==> config.mk <==
export PLATFORM = sky130hd
export DESIGN_NAME = midi_voice_alloc_flat
export DESIGN_NICKNAME = d
export VERILOG_FILES = /design/src/rtl/midi_voice_alloc_if.sv /design/src/rtl/midi_voice_alloc.sv /design/src/flat_wrapper.sv
export SDC_FILE = /design/constraint.sdc
export NUM_CORES = 1
export LEC_CHECK = 0
export ABC_AREA = 1
export CAP_MARGIN = 25
export CORE_MARGIN = 2
export CORE_UTILIZATION = 41
export CTS_CLUSTER_DIAMETER = 50
export DETAILED_ROUTE_END_ITERATION = 7
export SLEW_MARGIN = 30
export SYNTH_ARGS = -nofsm -noshare
export SYNTH_HDL_FRONTEND = slang
export SYNTH_SLANG_ARGS = --single-unit
==> constraint.sdc <==
create_clock -name i_clk -period 5.25 [get_ports i_clk]
set_input_delay 1.05 -clock i_clk [delete_from_list [all_inputs] [get_ports i_clk]]
set_output_delay 1.05 -clock i_clk [all_outputs]
set_load 0.05 [all_outputs]
==> src/rtl/midi_voice_alloc_if.sv <==
// Byte-stream input and per-voice register outputs of the MIDI voice allocator.
interface midi_voice_alloc_if #(
    parameter int NUM_VOICES = 4
);
    localparam int VW = (NUM_VOICES > 1) ? $clog2(NUM_VOICES) : 1;

    logic                      i_valid;
    logic [7:0]                i_data;
    logic [NUM_VOICES-1:0]     o_gate;
    logic [7*NUM_VOICES-1:0]   o_note;
    logic [7*NUM_VOICES-1:0]   o_velocity;
    logic                      o_update;
    logic [VW-1:0]             o_voice;

    modport master (
        output i_valid, i_data,
        input  o_gate, o_note, o_velocity, o_update, o_voice
    );

    modport slave (
        input  i_valid, i_data,
        output o_gate, o_note, o_velocity, o_update, o_voice
    );
endinterface

==> src/rtl/midi_voice_alloc.sv <==
// MIDI running-status parser feeding a note-on/off voice allocator with
// oldest-voice stealing; three-stage pipeline: parse, decode, allocate.
module midi_voice_alloc #(
    parameter int         NUM_VOICES = 4,
    parameter logic [3:0] CHANNEL    = 4'd0
) (
    input  logic              i_clk,
    input  logic              i_rst,
    midi_voice_alloc_if.slave bus
);
    localparam int VW = (NUM_VOICES > 1) ? $clog2(NUM_VOICES) : 1;

    typedef enum logic [1:0] {
        NOSTAT = 2'd0,
        D1     = 2'd1,
        D2     = 2'd2
    } pstate_t;

    pstate_t     state_q;
    logic [7:0]  status_q;
    logic [6:0]  d1_q;
    logic        msg_valid_q;
    logic [7:0]  msg_status_q;
    logic [6:0]  msg_note_q;
    logic [6:0]  msg_vel_q;

    logic        ev_valid_q;
    logic        ev_on_q;
    logic [6:0]  ev_note_q;
    logic [6:0]  ev_vel_q;

    logic [NUM_VOICES-1:0] gate_q, gate_d;
    logic [6:0]            note_q [NUM_VOICES];
    logic [6:0]            note_d [NUM_VOICES];
    logic [6:0]            vel_q  [NUM_VOICES];
    logic [6:0]            vel_d  [NUM_VOICES];
    logic [VW-1:0]         rank_q [NUM_VOICES];
    logic [VW-1:0]         rank_d [NUM_VOICES];
    logic                  update_q, update_d;
    logic [VW-1:0]         voice_q, voice_d;

    logic                  match_s;
    logic [VW-1:0]         match_idx_s;
    logic                  free_s;
    logic [VW-1:0]         free_idx_s;
    logic [VW-1:0]         oldest_idx_s;
    logic [VW-1:0]         chosen_s;
    logic [VW-1:0]         old_rank_s;

    // Parser FSM: running status, data-byte collection, completed-message register.
    always_ff @(posedge i_clk or posedge i_rst) begin
        if (i_rst) begin
            state_q      <= NOSTAT;
            status_q     <= 8'h00;
            d1_q         <= 7'd0;
            msg_valid_q  <= 1'b0;
            msg_status_q <= 8'h00;
            msg_note_q   <= 7'd0;
            msg_vel_q    <= 7'd0;
        end else begin
            msg_valid_q <= 1'b0;
            if (bus.i_valid) begin
                if (bus.i_data[7:3] == 5'b11111) begin
                    // Real-time bytes pass through without touching parser state.
                    state_q <= state_q;
                end else if (bus.i_data[7:4] == 4'hF) begin
                    state_q  <= NOSTAT;
                    status_q <= 8'h00;
                end else if (bus.i_data[7]) begin
                    state_q  <= D1;
                    status_q <= bus.i_data;
                end else begin
                    case (state_q)
                        D1: begin
                            if ((status_q[7:4] == 4'hC) || (status_q[7:4] == 4'hD)) begin
                                state_q <= D1;
                            end else begin
                                d1_q    <= bus.i_data[6:0];
                                state_q <= D2;
                            end
                        end
                        D2: begin
                            msg_valid_q  <= 1'b1;
                            msg_status_q <= status_q;
                            msg_note_q   <= d1_q;
                            msg_vel_q    <= bus.i_data[6:0];
                            state_q      <= D1;
                        end
                        default: state_q <= NOSTAT;
                    endcase
                end
            end
        end
    end

    // Decode stage: keep only note on/off on our channel; velocity 0 means off.
    always_ff @(posedge i_clk or posedge i_rst) begin
        if (i_rst) begin
            ev_valid_q <= 1'b0;
            ev_on_q    <= 1'b0;
            ev_note_q  <= 7'd0;
            ev_vel_q   <= 7'd0;
        end else begin
            ev_valid_q <= msg_valid_q && (msg_status_q[7:5] == 3'b100)
                          && (msg_status_q[3:0] == CHANNEL);
            ev_on_q    <= msg_status_q[4] && (msg_vel_q != 7'd0);
            ev_note_q  <= msg_note_q;
            ev_vel_q   <= msg_vel_q;
        end
    end

    // Voice search: held-note match, lowest free voice, oldest voice.
    always_comb begin
        match_s      = 1'b0;
        match_idx_s  = '0;
        free_s       = 1'b0;
        free_idx_s   = '0;
        oldest_idx_s = '0;
        for (int v = NUM_VOICES - 1; v >= 0; v--) begin
            match_idx_s  = (gate_q[v] && (note_q[v] == ev_note_q)) ? VW'(v) : match_idx_s;
            match_s      = match_s | (gate_q[v] && (note_q[v] == ev_note_q));
            free_idx_s   = (!gate_q[v]) ? VW'(v) : free_idx_s;
            free_s       = free_s | !gate_q[v];
            oldest_idx_s = (rank_q[v] == VW'(NUM_VOICES - 1)) ? VW'(v) : oldest_idx_s;
        end
        chosen_s   = match_s ? match_idx_s : (free_s ? free_idx_s : oldest_idx_s);
        old_rank_s = rank_q[chosen_s];
    end

    // Next voice state for the pending event.
    always_comb begin
        gate_d   = gate_q;
        note_d   = note_q;
        vel_d    = vel_q;
        rank_d   = rank_q;
        update_d = 1'b0;
        voice_d  = voice_q;
        if (ev_valid_q && ev_on_q) begin
            gate_d[chosen_s] = 1'b1;
            note_d[chosen_s] = ev_note_q;
            vel_d[chosen_s]  = ev_vel_q;
            for (int v = 0; v < NUM_VOICES; v++) begin
                if (VW'(v) == chosen_s) begin
                    rank_d[v] = '0;
                end else if (rank_q[v] < old_rank_s) begin
                    rank_d[v] = rank_q[v] + VW'(1);
                end else begin
                    rank_d[v] = rank_q[v];
                end
            end
            update_d = 1'b1;
            voice_d  = chosen_s;
        end else if (ev_valid_q && match_s) begin
            gate_d[match_idx_s] = 1'b0;
            update_d            = 1'b1;
            voice_d             = match_idx_s;
        end else begin
            update_d = 1'b0;
        end
    end

    // Voice registers; reset ranks make voice 0 the youngest.
    always_ff @(posedge i_clk or posedge i_rst) begin
        if (i_rst) begin
            gate_q   <= '0;
            update_q <= 1'b0;
            voice_q  <= '0;
            for (int v = 0; v < NUM_VOICES; v++) begin
                note_q[v] <= 7'd0;
                vel_q[v]  <= 7'd0;
                rank_q[v] <= VW'(v);
            end
        end else begin
            gate_q   <= gate_d;
            note_q   <= note_d;
            vel_q    <= vel_d;
            rank_q   <= rank_d;
            update_q <= update_d;
            voice_q  <= voice_d;
        end
    end

    assign bus.o_gate   = gate_q;
    assign bus.o_update = update_q;
    assign bus.o_voice  = voice_q;

    for (genvar g = 0; g < NUM_VOICES; g++) begin : g_pack
        assign bus.o_note[7*g +: 7]     = note_q[g];
        assign bus.o_velocity[7*g +: 7] = vel_q[g];
    end
endmodule

==> src/flat_wrapper.sv <==
// flat-port wrapper written by rule: the top's interface ports become plain ports
module midi_voice_alloc_flat 
#(
    parameter int         NUM_VOICES = 4,
    parameter logic [3:0] CHANNEL    = 4'd0
)
  (i_clk, i_rst, bus_i_valid, bus_i_data, bus_o_gate, bus_o_note, bus_o_velocity, bus_o_update, bus_o_voice);
  midi_voice_alloc_if #(.NUM_VOICES(NUM_VOICES)) bus_i ();
  input  logic i_clk;
  input  logic i_rst;
  input wire logic [$bits(bus_i.i_valid)-1:0] bus_i_valid;
  input wire logic [$bits(bus_i.i_data)-1:0] bus_i_data;
  output wire logic [$bits(bus_i.o_gate)-1:0] bus_o_gate;
  output wire logic [$bits(bus_i.o_note)-1:0] bus_o_note;
  output wire logic [$bits(bus_i.o_velocity)-1:0] bus_o_velocity;
  output wire logic [$bits(bus_i.o_update)-1:0] bus_o_update;
  output wire logic [$bits(bus_i.o_voice)-1:0] bus_o_voice;
  assign bus_i.i_valid = bus_i_valid;
  assign bus_i.i_data = bus_i_data;
  assign bus_o_gate = bus_i.o_gate;
  assign bus_o_note = bus_i.o_note;
  assign bus_o_velocity = bus_i.o_velocity;
  assign bus_o_update = bus_i.o_update;
  assign bus_o_voice = bus_i.o_voice;
  midi_voice_alloc #(.NUM_VOICES(NUM_VOICES), .CHANNEL(CHANNEL)) u_core (.i_clk(i_clk), .i_rst(i_rst), .bus(bus_i));
endmodule
Yosys cells after proc, flatten, opt, wreduce, memory -nomap -nowiden
Cells that the tools add are included.
{ "word_totals": {"register_bits": 127, "output_inout_bits": 63, "in_bits": 11, "wordCells": 156} }
{ "classes": {"mux": 50, "n_eq_ne": 18, "bitwise": 14, "reduce_logical": 34, "addsub": 4, "order_cmp": 10} }
{ "ops": {"columns": ["cell", "count"], "rows": [
  ["$mux 2", 29],
  ["$bwmux 28", 2],
  ["$eq 7x7->1", 4],
  ["$mux 8", 2],
  ["$demux 7 s2", 1],
  ["$eq 4x4->1 const B", 3],
  ["$logic_and 1x1->1", 12],
  ["$reduce_bool 2->1", 6],
  ["$eq 2x2->1 const B", 5],
  ["$reduce_and 2->1", 5],
  ["$mux 1", 9],
  ["$add 2x1->2 const B", 4],
  ["$lt 2x2->1", 4],
  ["$mux 4", 2],
  ["$mux 7", 1],
  ["$reduce_bool 7->1", 1],
  ["$lt 2x3->1 const B", 2],
  ["$or 1x1->1", 6],
  ["$reduce_and 6->1", 1],
  ["$eq 5x5->1 const B", 1],
  ["$reduce_and 5->1", 1],
  ["$and 4x4->4", 1],
  ["$bmux 2 s2", 1],
  ["$demux 1 s2", 2],
  ["other kinds (17)", 25]
]} }

Depth between registers and ports, before layout
Gate-level depths: netlist of the first run.
{ "depth": {"depth_word": 14, "ltp_mapped": 21} }

Worst setup path before layout of the first run
Ideal clock, no wire load.
{ "synth_path": {"path_kind": "register -> register", "startpoint": "register u_core.gate_q[1] (netlist: u_core.bus.o_gate[1])", "endpoint": "register u_core.note_q, in the netlist u_core.bus.o_note[7]", "arrival_time_ns": 2.182, "stages_incl_launch_ff": 14, "synth_period_minus_slack_ns": 2.313, "slack_ns": 2.937, "cell_sequence": "dfrtp_1 nand3_1 nor2_1 o21ai_0 o21ai_0 nand3_4 nand2_4 inv_2 nor2_2 nand2_1 buf_2 buf_6 nand2_1 o21ai_0"} }
{ "synth_via": {"elab_chain_cells": 11, "elab_cells_between_ends": 19} }
{ "synth_rtl": {"columns": ["element", "line_no", "rtl"], "rows": [
  ["from (decl)", "midi_voice_alloc.sv:32", "logic [NUM_VOICES-1:0] gate_q, gate_d;"],
  ["from (signal assigned)", "midi_voice_alloc.sv:174", "gate_q <= gate_d;"],
  ["$logic_not 1->1", null, null],
  ["$or 1x1->1 (2 in series)", "midi_voice_alloc.sv:123", "free_s = free_s | !gate_q[v];"],
  ["$mux 2", "midi_voice_alloc.sv:126", "chosen_s = match_s ? match_idx_s : (free_s ? free_idx_s : oldest_idx_s);"],
  ["$mux 2 (*)", "midi_voice_alloc.sv:126", null],
  ["$not 2->3 (implied by the code) (*)", "midi_voice_alloc.sv:140", "note_d[chosen_s] = ev_note_q;"],
  ["$ge 3x3->1 (implied by the code) / $lt 3x1->1 (equally long branches)", "midi_voice_alloc.sv:140", null],
  ["$logic_and 1x1->1 (implied by the code)", "midi_voice_alloc.sv:140", null],
  ["$mux 7 (implied by the code)", "midi_voice_alloc.sv:140", null],
  ["$demux 7 s2 (*)", "midi_voice_alloc.sv:140", null],
  ["$bwmux 28 (*)", "midi_voice_alloc.sv:140", null],
  ["to (signal assigned)", "midi_voice_alloc.sv:175", "note_q <= note_d;"],
  ["to (decl)", "midi_voice_alloc.sv:33", "logic [6:0] note_q [NUM_VOICES];"]
]} }
Mark *: on every way between the ends. The rest lies on a longest branch, timed or not.
A chain may end at the register's enable or synchronous reset.

Final worst setup path of the first run
{ "layout_path": {"startpoint": "register u_core.ev_note_q[3]", "endpoint": "register u_core.vel_q, in the netlist u_core.bus.o_velocity[7]"} }
{ "layout_via": {"elab_chain_cells": 13, "elab_cells_between_ends": 23} }
{ "layout_rtl": {"columns": ["element", "line_no", "rtl"], "rows": [
  ["from (decl)", "midi_voice_alloc.sv:29", "logic [6:0] ev_note_q;"],
  ["from (signal assigned)", "midi_voice_alloc.sv:107", "ev_note_q <= msg_note_q;"],
  ["$eq 7x7->1", "midi_voice_alloc.sv:120, midi_voice_alloc.sv:121", null],
  ["$logic_and 1x1->1", "midi_voice_alloc.sv:120, midi_voice_alloc.sv:121", null],
  ["$mux 2 (4 in series)", "midi_voice_alloc.sv:120", "match_idx_s = (gate_q[v] && (note_q[v] == ev_note_q)) ? VW'(v) : match_idx_s;"],
  ["$mux 2 (*)", "midi_voice_alloc.sv:126", null],
  ["$not 2->3 (implied by the code) (*)", "midi_voice_alloc.sv:141", "vel_d[chosen_s] = ev_vel_q;"],
  ["$ge 3x3->1 (implied by the code) / $lt 3x1->1 (equally long branches)", "midi_voice_alloc.sv:141", null],
  ["$logic_and 1x1->1 (implied by the code)", "midi_voice_alloc.sv:141", null],
  ["$mux 7 (implied by the code)", "midi_voice_alloc.sv:141", null],
  ["$demux 7 s2 (*)", "midi_voice_alloc.sv:141", null],
  ["$bwmux 28 (*)", "midi_voice_alloc.sv:141", null],
  ["to (signal assigned)", "midi_voice_alloc.sv:176", "vel_q <= vel_d;"],
  ["to (decl)", "midi_voice_alloc.sv:35", "logic [6:0] vel_q [NUM_VOICES];"]
]} }
Marked as above.

==> report_table.html, run 1 <==
<table>
<tr><th>Metric</th><th>Value</th></tr>
<tr><th colspan="2">Route</th></tr>
<tr><td>First-pass iteration count of the detailed router</td><td>5</td></tr>
<tr><td>Routed length per placed instance</td><td>13.6 um</td></tr>
<tr><td>Number of violations reported at the end of detailed-routing iteration 0</td><td>348</td></tr>
<tr><td>Antenna-violating nets left</td><td>0</td></tr>
<tr><td>Vias after detailed routing</td><td>5,002</td></tr>
<tr><td>Detailed-route wire length</td><td>13,800 um</td></tr>
<tr><td>Drt via density</td><td>4.95</td></tr>
<tr><td>Number of design rule violations left after detail routing</td><td>0</td></tr>
<tr><th colspan="2">STA</th></tr>
<tr><td>Final worst-path setup slack</td><td>2.36 ns</td></tr>
<tr><td>Final-report max-slew violation count</td><td>0</td></tr>
<tr><td>Final-report hold violation count</td><td>0</td></tr>
<tr><td>Final-report setup violation count</td><td>0</td></tr>
<tr><td>Slew Limit Headroom</td><td>0.394</td></tr>
<tr><td>Shortest period the worst path allows</td><td>2.89 ns</td></tr>
<tr><td>Fin crit share</td><td>0.551</td></tr>
<tr><td>Highest achievable clock rate</td><td>0.346 GHz</td></tr>
<tr><td>Post-Route Setup TNS</td><td>0 ns</td></tr>
<tr><td>Tightest Pin Transition</td><td>0.907 ns</td></tr>
<tr><td>Setup repair after global routing missed its margin</td><td>false</td></tr>
<tr><td>Max Clock Skew</td><td>0.00490 ns</td></tr>
<tr><th colspan="2">Final layout</th></tr>
<tr><td>Antenna diodes</td><td>0</td></tr>
<tr><td>Fraction of final layout cells with drive strength greater than 1</td><td>0.0830</td></tr>
<tr><td>Area added between synthesis and finish</td><td>24.9%</td></tr>
<tr><td>Utilization of the core after routing</td><td>0.527</td></tr>
<tr><td>Post-layout instance area</td><td>7370 um2</td></tr>
<tr><td>FILL cells</td><td>1,307</td></tr>
<tr><td>Post-layout nets</td><td>836</td></tr>
<tr><th colspan="2">Placement</th></tr>
<tr><td>Post-place setup slack</td><td>2.20 ns</td></tr>
<tr><td>Placer congestion estimate</td><td>0.937</td></tr>
<tr><td>Half-perimeter wire length after placement</td><td>10,100 um</td></tr>
<tr><td>PortBufs</td><td>73</td></tr>
<tr><td>Placed cell area</td><td>6780 um2</td></tr>
<tr><th colspan="2">Clocking</th></tr>
<tr><td>Number of sinks driven by the clock tree</td><td>127</td></tr>
<tr><td>Number of buffers inserted during clock tree synthesis</td><td>17</td></tr>
<tr><td>Max H-tree Level</td><td>4</td></tr>
<tr><td>CTS tree</td><td>yes</td></tr>
<tr><td>Hold buffer count at CTS</td><td>0</td></tr>
<tr><td>Post-CTS setup buffer count</td><td>0</td></tr>
<tr><td>Clock latency at the later pin of the worst-skew pair</td><td>0.41 ns</td></tr>
<tr><td>Clock Pin Slew Worst Setup and Hold Paths</td><td>0.05 ns</td></tr>
<tr><td>Max clock buf depth</td><td>2</td></tr>
<tr><td>Root buffer selected by CTS</td><td>sky130_fd_sc_hd__clkbuf_16</td></tr>
<tr><td>Resized Gates After CTS</td><td>0</td></tr>
<tr><th colspan="2">Worst setup path</th></tr>
<tr><td>CP Launch Type</td><td>register</td></tr>
<tr><td>Worst Setup End Kind</td><td>register</td></tr>
<tr><td>Reg2Reg Launch Point</td><td>u_core.ev_note_q[3]$_DFF_PP0_</td></tr>
<tr><td>Worst Path Arrival</td><td>3.20 ns</td></tr>
<tr><td>Reg-to-reg setup timing slack</td><td>2.36 ns</td></tr>
<tr><td>Crit Reg-Reg Endpoint</td><td>u_core.bus.o_velocity[7]$_DFFE_PP0P_</td></tr>
<tr><td>R2R depth</td><td>14</td></tr>
<tr><td>Critical Path RT</td><td>5.56 ns</td></tr>
<tr><td>Category of the most critical setup path</td><td>register to register</td></tr>
<tr><td>Maximum fanout along the worst path</td><td>29</td></tr>
<tr><th colspan="2">GRT</th></tr>
<tr><td>Number of global-route vias before repair</td><td>4,633</td></tr>
<tr><td>Antenna violations before repair</td><td>0</td></tr>
<tr><td>Final global-route overflow total</td><td>0</td></tr>
<tr><td>Global-route wire length before repair</td><td>22,400 um</td></tr>
<tr><td>Pin count of the biggest net entering global routing</td><td>62</td></tr>
<tr><td>Aggregate global-route resource usage</td><td>0.192</td></tr>
<tr><th colspan="2">Floorplanning</th></tr>
<tr><td>Site Rows</td><td>43</td></tr>
<tr><td>Full die area</td><td>15,400 um2</td></tr>
<tr><td>Width of the die</td><td>124 um</td></tr>
<tr><td>Area of the core</td><td>14,000 um2</td></tr>
<tr><td># IOs</td><td>74</td></tr>
<tr><td>Die span in y</td><td>124 um</td></tr>
<tr><td>Starting Density</td><td>0.422</td></tr>
<tr><th colspan="2">Power and ir drop</th></tr>
<tr><td>PD cells</td><td>370 nW/um2</td></tr>
<tr><td>Reported leakage power</td><td>3.59 nW</td></tr>
<tr><td>IR Drop Worst-Case VDD</td><td>207 uV</td></tr>
<tr><th colspan="2">Worst hold path</th></tr>
<tr><td>Start point of the worst hold path</td><td>u_core.msg_note_q[1]$_DFFE_PP0P_</td></tr>
<tr><td>Class of the worst hold path</td><td>register to register</td></tr>
<tr><td>Worst Hold Path Cells</td><td>0</td></tr>
<tr><td>Worst-case hold path end point</td><td>u_core.ev_note_q[1]$_DFF_PP0_</td></tr>
<tr><th colspan="2">Yosys</th></tr>
<tr><td>Post-synthesis cell count</td><td>743</td></tr>
<tr><td>Number of distinct library cells after synthesis</td><td>35</td></tr>
<tr><td>Fraction of the yosys area taken by sequential cells</td><td>0.540</td></tr>
<tr><td>Post-synth net total</td><td>760</td></tr>
<tr><td>Area of the mapped netlist</td><td>5900 um2</td></tr>
<tr><td>Total of flip-flops plus latches after synthesis</td><td>127</td></tr>
<tr><td>Yosys warnings</td><td>0</td></tr>
<tr><td>Synthesized area per cell</td><td>7.94 um2</td></tr>
<tr><th colspan="2">Run</th></tr>
<tr><td>Max-cap violations</td><td>0</td></tr>
<tr><th colspan="2">Status</th></tr>
<tr><td>Run status</td><td>completed</td></tr>
</table>
==> power by group <==
| part | internal [mW] | switching, mW |
|---|---|---|
| sequential | 1.10 | 0.0973 |
| clock | 0.735 | 0.416 |
| combinational | 0.126 | 0.248 |
| total | 1.96 | 0.761 |
==> synth_stat cells (all sizes together) <==
cell type,count,area [um2]
a21oi,9,45.0
o21bai,1,7.51
or4,1,7.51
nor4,3,18.8
a211oi,1,7.51
nor3,2,10.0
a21boi,1,7.51
o21ai,84,420
a31oi,1,6.26
o31ai,1,7.51
nor2,62,270
nand3,39,218
buf,11,70.1
dfrtp,123,3080
clkinv,1,3.75
nand2,270,1040
inv,104,393
clkbuf,8,31.3
o22ai,7,43.8
ha,6,75.1
nand4,3,18.8
mux2,1,11.3
dfstp,4,105
==> critical path, stage by stage, from the launching register on <==
cell	delay [ns]
sky130_fd_sc_hd__dfrtp_1	0.54
sky130_fd_sc_hd__inv_2	0.14
sky130_fd_sc_hd__nand2_1	0.12
sky130_fd_sc_hd__nand2_1	0.07
sky130_fd_sc_hd__nor2_1	0.09
sky130_fd_sc_hd__nand2_1	0.08
sky130_fd_sc_hd__nor2_1	0.18
sky130_fd_sc_hd__inv_1	0.06
sky130_fd_sc_hd__nand2_1	0.10
sky130_fd_sc_hd__nand2_4	0.10
sky130_fd_sc_hd__nand2_4	0.17
sky130_fd_sc_hd__inv_2	0.08
sky130_fd_sc_hd__nor2_2	0.14
sky130_fd_sc_hd__nand2_1	0.53
sky130_fd_sc_hd__o21ai_0	0.37
==> layout by cell type (no fill, tap or decap), types with 2 or more instances in the layout <==
master,Yosys,routed
sky130_fd_sc_hd__dfstp_2,4,4
sky130_fd_sc_hd__o22ai_1,7,7
sky130_fd_sc_hd__clkbuf_1,7,3
sky130_fd_sc_hd__clkinvlp_4,0,2
sky130_fd_sc_hd__clkbuf_16,0,17
sky130_fd_sc_hd__o21ai_0,68,68
sky130_fd_sc_hd__nor3_1,2,2
sky130_fd_sc_hd__nor2_1,53,53
sky130_fd_sc_hd__nor2_4,3,3
sky130_fd_sc_hd__inv_2,10,10
sky130_fd_sc_hd__clkdlybuf4s50_1,0,73
sky130_fd_sc_hd__clkinv_4,0,2
sky130_fd_sc_hd__nand2_4,2,2
sky130_fd_sc_hd__nand4_1,3,3
sky130_fd_sc_hd__clkbuf_8,0,3
sky130_fd_sc_hd__nand3_1,36,36
sky130_fd_sc_hd__bufinv_16,0,2
sky130_fd_sc_hd__buf_4,1,3
sky130_fd_sc_hd__nand2_1,262,262
sky130_fd_sc_hd__o21ai_1,16,16
sky130_fd_sc_hd__dfrtp_1,123,123
sky130_fd_sc_hd__nor4_1,3,3
sky130_fd_sc_hd__ha_1,6,6
sky130_fd_sc_hd__inv_4,1,2
sky130_fd_sc_hd__nand2_2,6,6
sky130_fd_sc_hd__nand3_2,2,2
sky130_fd_sc_hd__inv_1,93,92
sky130_fd_sc_hd__a21oi_1,9,9
sky130_fd_sc_hd__nor2_2,6,6
==> cell families (layout without fill, tap and decap cells) <==
group,after synthesis,after routing,synth area share
buf+inv,124,212,0.0844
compound gates,105,105,0.0925
mux,1,1,0.00191
fa+ha+maj,6,6,0.0127
simple gates,380,380,0.269
flops,127,127,0.540
==> layout make-up <==
cell class / count / area [um2] / area share
well taps: 180 / 225 / 0.0306
multi-input cells: 492 / 2220 / 0.302
clock buffers: 23 / 478 / 0.0649
flip-flops and latches: 127 / 3180 / 0.432
repair buffers: 76 / 753 / 0.102
inverters: 105 / 399 / 0.0542
clock inverters: 8 / 106 / 0.0144
==> worst max path at each step <==
stage / to / start / slack, ns
2_1_floorplan: u_core.bus.o_gate[0]$_DFFE_PP0P_ / i_rst / 0.82
3_3_place_gp: u_core.status_q[0]$_DFFE_PP0P_ / bus_i_data[5] / 2.29
3_5_place_dp: u_core.status_q[3]$_DFFE_PP0P_ / bus_i_data[5] / 2.20
4_1_cts: u_core.bus.o_velocity[7]$_DFFE_PP0P_ / u_core.ev_note_q[3]$_DFF_PP0_ / 2.36
5_1_grt: u_core.bus.o_note[10]$_DFFE_PP0P_ / u_core.ev_note_q[3]$_DFF_PP0_ / 2.02
6_report: u_core.bus.o_velocity[7]$_DFFE_PP0P_ / u_core.ev_note_q[3]$_DFF_PP0_ / 2.36
==> metal layers <==
| metal | vias to the layer above | wire [um] | track usage |
|---|---|---|---|
| li1 | 2477 | - | - |
| met1 | 2361 | 6310 | 0.254 |
| met2 | 138 | 6440 | 0.305 |
| met3 | 26 | 725 | 0.0440 |
| met4 | 0 | 324 | 0.0779 |
| met5 | - | 0 | 0 |
==> flip-flops by register name, indices dropped and copies added (netlist names) <==
signal / cells
u_core.bus.o_note: 28
u_core.bus.o_velocity: 28
u_core.msg_status_q: 8
u_core.rank_q: 8
u_core.status_q: 8
u_core.d1_q: 7
u_core.ev_note_q: 7
u_core.ev_vel_q: 7
u_core.msg_note_q: 7
u_core.msg_vel_q: 7
u_core.bus.o_gate: 4
u_core.bus.o_voice: 2
u_core.state_q: 2
u_core.bus.o_update: 1
u_core.ev_on_q: 1
u_core.ev_valid_q: 1
u_core.msg_valid_q: 1
==> per-stage QoR <==
stage | hold WS [ns] | power [mW] | instances
floorplan | 0.354 | 1.46 | 743
global placement | 0.364 | 1.58 | 980
detailed placement | 0.362 | 1.59 | 980
CTS | 0.375 | 2.75 | 1011
global route | 0.393 | 2.88 | 1011
finish | 0.375 | 2.73 | 1011
(Power assumes the default switching activity.)
==> inputs of run 2 (changes only) <==
==> constraint.sdc (replaced) <==
create_clock -name i_clk -period 2.3 [get_ports i_clk]
set_input_delay 0.46 -clock i_clk [delete_from_list [all_inputs] [get_ports i_clk]]
set_output_delay 0.46 -clock i_clk [all_outputs]
set_load 0.05 [all_outputs]
==> report_table.html, run 2 (same netlist as run 1, synthesis figures left out) <==
<table>
<tr><th>Metric</th><th>Value</th></tr>
<tr><th colspan="2">Status</th></tr>
<tr><td>Run status</td><td>completed</td></tr>
<tr><th colspan="2">Power and ir drop</th></tr>
<tr><td>Internal Pwr Total</td><td>4.54 mW</td></tr>
<tr><td>Switching part of the total power</td><td>0.282</td></tr>
<tr><td>Sequential cell fraction of total power</td><td>0.431</td></tr>
<tr><td>Share of power burned in the clock network</td><td>0.415</td></tr>
<tr><td>Reported leakage power</td><td>3.76 nW</td></tr>
<tr><td>PD cells</td><td>813 nW/um2</td></tr>
<tr><td>IR Drop Worst-Case VDD</td><td>479 uV</td></tr>
<tr><td>P_sw</td><td>1.79 mW</td></tr>
<tr><td>Combinational power share</td><td>0.154</td></tr>
<tr><th colspan="2">Clocking</th></tr>
<tr><td>Hold buffer count at CTS</td><td>0</td></tr>
<tr><td>Number of sinks driven by the clock tree</td><td>127</td></tr>
<tr><td>Max H-tree Level</td><td>4</td></tr>
<tr><td>Root buffer selected by CTS</td><td>sky130_fd_sc_hd__clkbuf_16</td></tr>
<tr><td>CTS tree</td><td>yes</td></tr>
<tr><td>Clock Pin Slew Worst Setup and Hold Paths</td><td>0.05 ns</td></tr>
<tr><td>Clock latency at the later pin of the worst-skew pair</td><td>0.41 ns</td></tr>
<tr><td>Number of buffers inserted during clock tree synthesis</td><td>17</td></tr>
<tr><td>Max clock buf depth</td><td>2</td></tr>
<tr><th colspan="2">STA</th></tr>
<tr><td>Final-report hold violation count</td><td>0</td></tr>
<tr><td>Fin crit share</td><td>0.998</td></tr>
<tr><td>Max Clock Skew</td><td>0.00634 ns</td></tr>
<tr><td>Highest achievable clock rate</td><td>0.436 GHz</td></tr>
<tr><td>Shortest period the worst path allows</td><td>2.29 ns</td></tr>
<tr><td>Final-report max-slew violation count</td><td>0</td></tr>
<tr><td>Final-report setup violation count</td><td>0</td></tr>
<tr><td>Slew Limit Headroom</td><td>0.636</td></tr>
<tr><td>Tightest Pin Transition</td><td>0.546 ns</td></tr>
<tr><td>Setup repair after global routing missed its margin</td><td>true</td></tr>
<tr><th colspan="2">Placement</th></tr>
<tr><td>PortBufs</td><td>73</td></tr>
<tr><td>Placer congestion estimate</td><td>0.875</td></tr>
<tr><td>Half-perimeter wire length after placement</td><td>10,300 um</td></tr>
<tr><td>Placed cell area</td><td>6970 um2</td></tr>
<tr><td>Count of placed standard cells including taps</td><td>997</td></tr>
<tr><th colspan="2">GRT</th></tr>
<tr><td>Aggregate global-route resource usage</td><td>0.201</td></tr>
<tr><td>Final global-route overflow total</td><td>0</td></tr>
<tr><td>Global-route wire length before repair</td><td>23,500 um</td></tr>
<tr><td>Antenna violations before repair</td><td>0</td></tr>
<tr><td>Number of global-route vias before repair</td><td>4,795</td></tr>
<tr><td>Pin count of the biggest net entering global routing</td><td>104</td></tr>
<tr><th colspan="2">Route</th></tr>
<tr><td>Routed length per placed instance</td><td>14.1 um</td></tr>
<tr><td>Detailed-route wire length</td><td>14,600 um</td></tr>
<tr><td>Antenna-violating nets left</td><td>0</td></tr>
<tr><td>Number of violations reported at the end of detailed-routing iteration 0</td><td>425</td></tr>
<tr><td>First-pass iteration count of the detailed router</td><td>5</td></tr>
<tr><td>Vias after detailed routing</td><td>5,123</td></tr>
<tr><td>Drt via density</td><td>4.94</td></tr>
<tr><td>Number of design rule violations left after detail routing</td><td>0</td></tr>
<tr><th colspan="2">Final layout</th></tr>
<tr><td>Area added between synthesis and finish</td><td>31.9%</td></tr>
<tr><td>Total area of sequential cells</td><td>3190 um2</td></tr>
<tr><td>Post-layout nets</td><td>863</td></tr>
<tr><td>Antenna diodes</td><td>0</td></tr>
<tr><td>FILL cells</td><td>1,293</td></tr>
<tr><td>Post-layout instance area</td><td>7780 um2</td></tr>
<tr><td>Most common cell after layout, fill and taps aside</td><td>sky130_fd_sc_hd__nand2_1</td></tr>
<tr><td>Non-filler instance count after layout</td><td>1,037</td></tr>
<tr><td>Highest-count cells in the layout ignoring fill and taps</td><td>sky130_fd_sc_hd__nand2_1, sky130_fd_sc_hd__dfrtp_1, sky130_fd_sc_hd__inv_1, sky130_fd_sc_hd__clkdlybuf4s50_1, sky130_fd_sc_hd__o21ai_0</td></tr>
<tr><td>Area taken by multi-input logic gates</td><td>2330 um2</td></tr>
<tr><td>Fraction of final layout cells with drive strength greater than 1</td><td>0.149</td></tr>
<tr><th colspan="2">Worst setup path</th></tr>
<tr><td>Cell with the largest stage delay on the worst path</td><td>sky130_fd_sc_hd__dfrtp_2</td></tr>
<tr><td>Reg2Reg Launch Point</td><td>u_core.ev_note_q[3]$_DFF_PP0_</td></tr>
<tr><td>Category of the most critical setup path</td><td>register to register</td></tr>
<tr><td>Maximum fanout along the worst path</td><td>6</td></tr>
<tr><td>CP Launch Type</td><td>register</td></tr>
<tr><td>Number of buffers and inverters on the critical path</td><td>2</td></tr>
<tr><td>Crit path top cell by count</td><td>sky130_fd_sc_hd__nand2_2</td></tr>
<tr><td>Slowest stage delay, CP</td><td>0.44 ns</td></tr>
<tr><td>Cell family with most CP delay</td><td>simple AND/OR/NAND/NOR gates</td></tr>
<tr><td>Setup crit start</td><td>u_core.ev_note_q[3]$_DFF_PP0_</td></tr>
<tr><td>Critical Path RT</td><td>2.61 ns</td></tr>
<tr><td>Cell chain of the critical path</td><td>buf_6 &gt; nand2_4 &gt; nand2_2 &gt; nor2_2 &gt; nand2_1 &gt; nor2_2 &gt; nand2_1 &gt; nand2_2 &gt; nand2_4 &gt; buf_12 &gt; nand4_1 &gt; nand2_2 &gt; nor2_4 &gt; nand3_2 &gt; nand2_2 &gt; nand2_2 &gt; nand2_2 &gt; nand2_2</td></tr>
<tr><td>Worst Path Arrival</td><td>2.60 ns</td></tr>
<tr><td>Worst Setup End Kind</td><td>register</td></tr>
<tr><th colspan="2">Floorplanning</th></tr>
<tr><td>Area of the core</td><td>14,000 um2</td></tr>
<tr><td>Site Rows</td><td>43</td></tr>
<tr><td>Width of the die</td><td>124 um</td></tr>
<tr><td>Starting Density</td><td>0.422</td></tr>
<tr><td>Full die area</td><td>15,400 um2</td></tr>
<tr><td>Die span in y</td><td>124 um</td></tr>
<tr><td># IOs</td><td>74</td></tr>
<tr><th colspan="2">Run</th></tr>
<tr><td>Max-cap violations</td><td>0</td></tr>
<tr><th colspan="2">Worst hold path</th></tr>
<tr><td>Class of the worst hold path</td><td>register to register</td></tr>
<tr><td>Start point of the worst hold path</td><td>u_core.msg_note_q[6]$_DFFE_PP0P_</td></tr>
</table>
==> run 2: repair_timing <==
item,in CTS,in global routing
buffers inserted,1,8
pin swaps,0,19
cloned,0,1
gates resized for setup,4,39
endpoints found under the setup margin,21,66
==> run 2: layout make-up <==
type / count / area share
clock inverter: 9 / 0.0141
multi-input combinational: 492 / 0.300
timing repair buffer: 103 / 0.134
tap: 180 / 0.0289
clock buffer: 21 / 0.0605
inverter: 105 / 0.0524
sequential: 127 / 0.410
==> run 2: worst register-to-register path, cell delays in order (launching register included) <==
cell and delay, ns:
sky130_fd_sc_hd__dfrtp_2 0.44, sky130_fd_sc_hd__buf_6 0.15, sky130_fd_sc_hd__nand2_4 0.06, sky130_fd_sc_hd__nand2_2 0.05, sky130_fd_sc_hd__nor2_2 0.12, sky130_fd_sc_hd__nand2_1 0.07, sky130_fd_sc_hd__nor2_2 0.15, sky130_fd_sc_hd__nand2_1 0.08
sky130_fd_sc_hd__nand2_2 0.09, sky130_fd_sc_hd__nand2_4 0.09, sky130_fd_sc_hd__buf_12 0.15, sky130_fd_sc_hd__nand4_1 0.10, sky130_fd_sc_hd__nand2_2 0.08, sky130_fd_sc_hd__nor2_4 0.20, sky130_fd_sc_hd__nand3_2 0.10, sky130_fd_sc_hd__nand2_2 0.11
sky130_fd_sc_hd__nand2_2 0.06, sky130_fd_sc_hd__nand2_2 0.07, sky130_fd_sc_hd__nand2_2 0.04
==> run 2: power groups by stage <==
stage / sequential, mW / clock [mW] / combinational, mW
floorplan: 2.69 / 0 / 0.655
global placement: 2.75 / 0 / 0.896
detailed placement: 2.76 / 0 / 0.913
CTS: 2.72 / 2.68 / 0.935
global route: 2.76 / 2.79 / 1.12
finish: 2.73 / 2.63 / 0.976
==> run 2: metal layers <==
metal,part of all wire,global-route usage
met1,0.46,0.269
met2,0.49,0.323
met3,0.042,0.0408
met4,0.015,0.0765
met5,0,0
==> run 2: metrics by stage <==
| stage | util | TNS (ns) | setup slack, ns | hold WS, ns | power (mW) |
|---|---|---|---|---|---|
| final | 0.556 | 0 | 0.00568 | 0.379 | 6.33 |
| after global placement | 0.498 | -0.0387 | -0.0204 | 0.364 | 3.65 |
| after detailed placement | 0.498 | -0.500 | -0.0537 | 0.365 | 3.67 |
| after CTS | 0.541 | 0 | 0.00950 | 0.380 | 6.33 |
| after global routing | 0.556 | -1.29 | -0.143 | 0.394 | 6.67 |
| after floorplan | - | 0 | 0.0288 | 0.354 | 3.34 |
==> run 2: final timing paths <==
check,endpoint,slack [ns],cells past startpoint
max in group asynchronous,u_core.ev_note_q[5]$_DFF_PP0_,1.29,3
min in group asynchronous,u_core.status_q[2]$_DFFE_PP0P_,0.50,3
min,u_core.ev_note_q[6]$_DFF_PP0_,0.38,0
max,u_core.rank_q[5]$_DFFE_PP0P_,0.006,18
min reg2reg,u_core.ev_note_q[6]$_DFF_PP0_,0.38,0
max reg2reg,u_core.rank_q[5]$_DFFE_PP0P_,0.006,18
